`src/rtl/udp_tx_sched.sv`:
```
// udp_tx_sched: message-granular round-robin scheduler for the shared UDP TX meta+data path.
// Define UDP_TX_SCHED_STATS_EN to add the per-source saturating message counters (msg_cnts).
module udp_tx_sched #(
  parameter int NUM_SRCS  = 4,
  parameter int BURST_MAX = 4,
  parameter int BURST_W   = $clog2(BURST_MAX + 1),
  parameter int CNT_W     = 16
) (
  input  logic                clk,
  input  logic                rst,
  input  logic [NUM_SRCS-1:0] src_meta_vals,
  output logic [NUM_SRCS-1:0] src_meta_rdys,
  input  logic [NUM_SRCS-1:0] src_data_vals,
  input  logic [NUM_SRCS-1:0] src_data_lasts,
  output logic [NUM_SRCS-1:0] src_data_rdys,
  output logic                dst_meta_val,
  input  logic                dst_meta_rdy,
  output logic                dst_data_val,
  output logic                dst_data_last,
  input  logic                dst_data_rdy,
  output logic [NUM_SRCS-1:0] sel_oh,
  output logic                busy
`ifdef UDP_TX_SCHED_STATS_EN
  ,
  output logic [NUM_SRCS*CNT_W-1:0] msg_cnts
`endif
);

  localparam int IDX_W = $clog2(NUM_SRCS);

  typedef enum logic [1:0] {IDLE, META, DATA} state_t;

  state_t              state;
  logic [IDX_W-1:0]    rr_ptr;
  logic [BURST_W-1:0]  burst_cnt;
  logic [IDX_W-1:0]    sel_idx;
  logic [IDX_W-1:0]    next_ptr;
  logic [NUM_SRCS-1:0] arb_win;
  logic [NUM_SRCS-1:0] next_win;
  logic                meta_hs;
  logic                last_hs;
  logic                more_burst;

  // First requester at or after ptr, wrapping; later hits in the descending scan win.
  function automatic logic [NUM_SRCS-1:0] arb_pick(input logic [NUM_SRCS-1:0] req,
                                                   input logic [IDX_W-1:0]    ptr);
    logic [NUM_SRCS-1:0] win;
    int                  k;
    win = '0;
    for (int i = NUM_SRCS - 1; i >= 0; i--) begin
      k = (int'(ptr) + i) % NUM_SRCS;
      if (((req >> k) & {{(NUM_SRCS-1){1'b0}}, 1'b1}) != '0)
        win = {{(NUM_SRCS-1){1'b0}}, 1'b1} << k;
    end
    return win;
  endfunction

  function automatic logic [IDX_W-1:0] oh_index(input logic [NUM_SRCS-1:0] oh);
    logic [IDX_W-1:0] idx;
    idx = '0;
    for (int i = 0; i < NUM_SRCS; i++)
      if (oh[i]) idx = idx | IDX_W'(i);
    return idx;
  endfunction

  assign sel_idx    = oh_index(sel_oh);
  assign next_ptr   = (sel_idx == IDX_W'(NUM_SRCS - 1)) ? '0 : sel_idx + IDX_W'(1);
  assign arb_win    = arb_pick(src_meta_vals, rr_ptr);
  // Scanning from the source after the current one puts the current one last,
  // so it only wins when nobody else is requesting.
  assign next_win   = arb_pick(src_meta_vals, next_ptr);
  assign more_burst = (int'(burst_cnt) < BURST_MAX - 1) && (|(src_meta_vals & sel_oh));

  always_comb begin
    dst_meta_val  = 1'b0;
    src_meta_rdys = '0;
    dst_data_val  = 1'b0;
    dst_data_last = 1'b0;
    src_data_rdys = '0;
    if (!rst && state == META) begin
      dst_meta_val  = |(src_meta_vals & sel_oh);
      src_meta_rdys = dst_meta_rdy ? sel_oh : '0;
    end
    if (!rst && state == DATA) begin
      dst_data_val  = |(src_data_vals & sel_oh);
      dst_data_last = |(src_data_lasts & sel_oh);
      src_data_rdys = dst_data_rdy ? sel_oh : '0;
    end
  end

  assign busy    = !rst && (state != IDLE);
  assign meta_hs = dst_meta_val & dst_meta_rdy;
  assign last_hs = dst_data_val & dst_data_rdy & dst_data_last;

  always_ff @(posedge clk) begin
    if (rst) begin
      state     <= IDLE;
      sel_oh    <= '0;
      rr_ptr    <= '0;
      burst_cnt <= '0;
    end else begin
      case (state)
        IDLE: begin
          if (|src_meta_vals) begin
            sel_oh    <= arb_win;
            burst_cnt <= '0;
            state     <= META;
          end
        end
        META: begin
          if (meta_hs) state <= DATA;
        end
        DATA: begin
          if (last_hs) begin
            if (more_burst) begin
              burst_cnt <= burst_cnt + BURST_W'(1);
              state     <= META;
            end else begin
              rr_ptr <= next_ptr;
              if (|src_meta_vals) begin
                sel_oh    <= next_win;
                burst_cnt <= '0;
                state     <= META;
              end else begin
                sel_oh <= '0;
                state  <= IDLE;
              end
            end
          end
        end
        default: begin
          sel_oh <= '0;
          state  <= IDLE;
        end
      endcase
    end
  end

`ifdef UDP_TX_SCHED_STATS_EN
  for (genvar g = 0; g < NUM_SRCS; g++) begin : g_cnt
    logic [CNT_W-1:0] cnt;
    always_ff @(posedge clk) begin
      if (rst)
        cnt <= '0;
      else if (last_hs && sel_oh[g] && cnt != {CNT_W{1'b1}})
        cnt <= cnt + CNT_W'(1);
    end
    assign msg_cnts[g*CNT_W +: CNT_W] = cnt;
  end
`endif

endmodule
```
`config.mk`:
```
export PLATFORM = sky130hd
export DESIGN_NAME = udp_tx_sched
export DESIGN_NICKNAME = d
export VERILOG_FILES = /design/src/rtl/udp_tx_sched.sv
export SDC_FILE = /design/constraint.sdc
export NUM_CORES = 1
export LEC_CHECK = 0
export ABC_CLOCK_PERIOD_IN_PS = 5800
export CAP_MARGIN = 20
export CORE_AREA = 4 4 67 69
export DETAILED_ROUTE_END_ITERATION = 10
export DIE_AREA = 0 0 71 73
export PLACE_DENSITY = 0.73
export SLEW_MARGIN = 20
export SYNTH_ARGS = -nofsm -noshare
export SYNTH_HDL_FRONTEND = slang
export SYNTH_SLANG_ARGS = --single-unit
```
`constraint.sdc`:
```
create_clock -name clk -period 5.8 [get_ports clk]
set_input_delay 1.16 -clock clk [delete_from_list [all_inputs] [get_ports clk]]
set_output_delay 1.16 -clock clk [all_outputs]
set_load 0.03 [all_outputs]
```
# Yosys cells after proc, flatten, opt, wreduce, memory -nomap -nowiden
# Index checks and enable logic that the tools add are counted.
# W data, S select, Z words.
dict set report op_classes {
  add_sub_neg 8
  n_mux 34
  n_reduce_logical 22
  bitwise_logic 14
  eq_ne 7
  shift 16
  order_cmp 1
}
# cell count
set ops {}
lappend ops {{$shl A1 B32 Y4 const A} 6}
lappend ops {{$shr A4 B32 Y1} 6}
lappend ops {{$mux W4} 16}
lappend ops {{$reduce_or A4 Y1} 4}
lappend ops {{$and A4 B4 Y4} 3}
lappend ops {{$mux W2} 6}
lappend ops {{$pmux W4 S3} 1}
lappend ops {{$reduce_or A2 Y1} 6}
lappend ops {{$mux W3} 3}
lappend ops {{$add A2 B2 Y2 const B} 4}
lappend ops {{$ne A2 B2 Y1 const B} 4}
lappend ops {{$shl A1 B2 Y4 const A} 2}
lappend ops {{$shr A4 B2 Y1} 2}
lappend ops {{$add A2 B1 Y2 const B} 3}
lappend ops {{$and A1 B1 Y1 const A} 6}
lappend ops {{$mux W1} 6}
lappend ops {{$pmux W2 S3} 1}
lappend ops {{$pmux W3 S2} 1}
lappend ops {{$reduce_and A3 Y1} 2}
lappend ops {{$eq A2 B2 Y1 const B} 2}
lappend ops {{$logic_and A1 B1 Y1} 4}
lappend ops {{$reduce_and A4 Y1} 1}
lappend ops {{$reduce_bool A2 Y1} 2}
lappend ops {{$add A3 B1 Y3 const B} 1}
lappend ops {{7 further kinds} 10}
dict set report word_totals {
  output_inout_bits 16
  ff_bits 11
  wordCells 106
}

# Longest topological paths before layout
dict set report logic_depth {
  word_depth 17
  mapped_depth 10
  ltp_nobuf 9
}

# Worst setup path after synthesis
# OpenSTA, ideal clock, no wires.
dict set report synth_timing {
  path_kind {input -> output}
  startpoint {in rst}
  endpoint {out dst_data_last}
  path_stages 2
  arrival_time_ns 2.075
  path_slack_ns 2.565
  cell_sequence {or3b_4 > a21oi_1}
}
dict set report synth_between {
  elab_chain_len 3
}
# element line
set synth_lines {}
lappend synth_lines {{start, declared} 10} ;# input logic rst,
lappend synth_lines {{$logic_not A1 Y1} 84} ;# if (!rst && state == DATA) begin
lappend synth_lines {{$logic_and A1 B1 Y1} 84}
lappend synth_lines {{$mux W1} 84}
lappend synth_lines {{end, declared} 19} ;# output logic dst_data_last,
# No other way between the ends.

# Final worst setup path
dict set report layout_timing {
  startpoint {in rst}
  endpoint {out src_data_rdys[0]}
}
dict set report layout_between {
  elab_chain_len 3
}
# element line
set layout_lines {}
lappend layout_lines {{$logic_not A1 Y1} 84}
lappend layout_lines {{$logic_and A1 B1 Y1} 84}
lappend layout_lines {{$mux W4} 84}
lappend layout_lines {{end, declared} 15} ;# output logic [NUM_SRCS-1:0] src_data_rdys,
# No other way between the ends.

==> flow_metrics.env <==
export IMPL_status="finished clean"
export IMPL_syn2layout_area_growth_pct=22.23
export IMPL_hold_path_startpoint="burst_cnt[2]"
export IMPL_drt_iter0_drc=85
export IMPL_drcViolationCount=0
export IMPL_ys_ff_latch=11
export IMPL_cts_sinks=11
export IMPL_ios=32
export IMPL_hold_class="reg -> reg"
export IMPL_seq_area_frac_synth=0.1477
export IMPL_syn_area_sq_um=1491
export IMPL_period_share=0.7615
export IMPL_initial_core_util=0.3811
export IMPL_routed_wl_microns=3811
export IMPL_synth_cells=190
export IMPL_antenna_left=0
export IMPL_die_h_microns=73
export IMPL_yosysUniqueCellTypes=51
export IMPL_max_freq_mhz=226.4
export IMPL_p_seq_frac=0.335
export IMPL_final_common_cell="clkdlybuf4s50_1"
export IMPL_rsz0062_at_grt="no"
export IMPL_clkPwrFrac=0.291
export IMPL_syn_nets=219
export IMPL_n_antenna_cell=0
export IMPL_antenna_found_initial=0
export IMPL_worstReg2RegEnd="sel_oh[3]"
export IMPL_postCtsSetupBuffers=0
export IMPL_place_gp_congestion=0.8983
export IMPL_fin_setup_tns_ps=0
export IMPL_regToRegSetupSlack_ps=2710
export IMPL_maxSlewViolCount=0
export IMPL_setup_viol=0
export IMPL_power_leakage_uw=0.0007231
export IMPL_p_int_uw=167.6
export IMPL_cts_buffer_depth=2
export IMPL_clkTransAtPathRegs_ps=50
export IMPL_pwr_share_comb=0.374
export IMPL_postSynth_asyncResetShare=0
export IMPL_synth_edf_count=0
export IMPL_hold_depth=2
export IMPL_vias=1504
export IMPL_worst_path_max_fanout=12
export IMPL_grt_pass1_vias=1429
export IMPL_syn_avg_cell_area_sq_um=7.850
export IMPL_cts_htree_levels=1
export IMPL_cp_start_kind="input port"
export IMPL_utilization=0.4658
export IMPL_numCtsBuffers=3
export IMPL_rr_startpoint="sel_oh[3]"
export IMPL_worst_pin_slew_ps=579.7
export IMPL_holdPathEnd="burst_cnt[2]"
export IMPL_grt_max_degree=13
export IMPL_crit_arrival_ps=3260
export IMPL_io_buffers=31
export IMPL_cts_hold_buf=0
export IMPL_synth_warnings=0
export IMPL_first_pass_iters=4
export IMPL_grt_first_pass_wirelength_microns=6617
export IMPL_critPathKind="in -> out"
export IMPL_fin_area_sq_um=1823
export IMPL_hold_viol_final=0
export IMPL_period_needed_ps=4417
export IMPL_p_switching_uw=86.21
export IMPL_layout_common_cells="clkdlybuf4s50_1, nor2_1, nand2_1, a21oi_1, ha_1"
export IMPL_routedWlPerCell_microns=14.55
export IMPL_viasPerCell=5.740
export IMPL_nets=242
export IMPL_cts_resized=0
export IMPL_clock_latency_ps=230
export IMPL_grt_total_usage=0.1527
export IMPL_dpl_hpwl_microns=2875
export IMPL_switching_share=0.3397
export IMPL_drive_above_1_share=0.08491
export IMPL_holdWs_ps=498.8
export IMPL_die_w_microns=71
export IMPL_row_count=23
export IMPL_core_sq_um=3914
export IMPL_fin_worst_skew_ps=0.9297
export IMPL_maxCapViolations=0
export IMPL_cts_tree="done"
export IMPL_cellPowerDensity_nw_per_um2=139.2
export IMPL_vdd_drop_max_mv=0.06736
export IMPL_r2r_cells=8
export IMPL_gr_total_overflow=0
export IMPL_slew_headroom=0.6121
export IMPL_place_area_sq_um=1778
export IMPL_endpoint_kind="output port"
export IMPL_required_ps=4640
export IMPL_dieArea_sq_um=5183
export IMPL_synth_ff_type="dfxtp_1"
export IMPL_cts_root_buf="clkbuf_8"
## kinds of logic after synthesis
logic type / synth area share
adder cells (fa/ha/maj): 0.1091
AO/OA/AOI/OAI: 0.2802
buffers and inverters: 0.07550
multiplexers: 0.1275
AND/OR/NAND/NOR: 0.2601
flip-flops: 0.1477
## cells in the mapped netlist (3+ instances only)
cell / instances / area [sq um]
mux2i_1: 10 / 100.1
nor2b_1: 3 / 18.77
inv_1: 6 / 22.52
a311oi_1: 4 / 35.03
clkbuf_1: 5 / 18.77
o21ai_0: 3 / 15.01
a31oi_1: 3 / 18.77
nor2_1: 21 / 78.83
mux2_2: 4 / 45.04
o211ai_1: 6 / 45.04
a21oi_1: 14 / 70.07
nand3_1: 9 / 45.04
dfxtp_1: 11 / 220.2
buf_6: 4 / 45.04
and2_1: 7 / 43.79
nand2_1: 18 / 67.56
a22oi_1: 8 / 60.06
ha_1: 13 / 162.7
buf_2: 3 / 15.01
## metal layers
| metal | share of wire | wire length, microns | track usage |
|---|---|---|---|
| met1 | 0.48 | 1818 | 0.2020 |
| met3 | 0.072 | 276 | 0.03581 |
| met4 | 0.0084 | 32 | 0.03340 |
| met2 | 0.44 | 1684 | 0.2533 |
| met5 | 0 | 0 | 0 |
## cell type report
cell class / instances / area [sq um]
clock buffers: 4 / 45.04
fillers: 405 / 2091
inverters: 7 / 26.28
multi-input cells: 159 / 1159
flip-flops and latches: 11 / 220.2
well taps: 50 / 62.56
repair buffers: 31 / 310.3
## critical path: stages
cell,delay (ps)
clkdlybuf4s50_1,630
or3b_4,520
nor2_8,130
and2_2,150
clkdlybuf4s50_1,660
## metrics by stage
step                power (uW)  setup WS, ps  instances
floorplan                155.7          2565        190
global placement         179.5          1424        258
detailed placement       180.7          1393        258
finish                   253.8          1383        262
global route             270.7          1300        262
CTS                      255.9          1387        262
## power by group through the flow
stage / combinational, uW / sequential, uW / clock (uW)
after floorplan: 70.2 / 85.5 / 0
after global placement: 93.4 / 86.2 / 0
after detailed placement: 94.3 / 86.4 / 0
after CTS: 94.8 / 84.9 / 76.1
after global routing: 105 / 85.7 / 80.2
final: 94.9 / 85.0 / 74.0
## sequential cells by signal, summed over array words and instances (netlist names)
register	flops
burst_cnt	3
state	2
sel_oh	4
rr_ptr	2
## how the worst max path moves through the flow
stage | start | to | slack [ps] | depth (start not counted)
after floorplan | rst | dst_data_last | 2570 | 2
final | rst | src_data_rdys[0] | 1380 | 5
after global routing | rst | src_data_rdys[0] | 1300 | 5
after detailed placement | rst | src_data_rdys[0] | 1390 | 5
after CTS | rst | src_data_rdys[0] | 1390 | 5
after global placement | rst | src_data_rdys[0] | 1420 | 5
(Power assumes the default switching activity.)
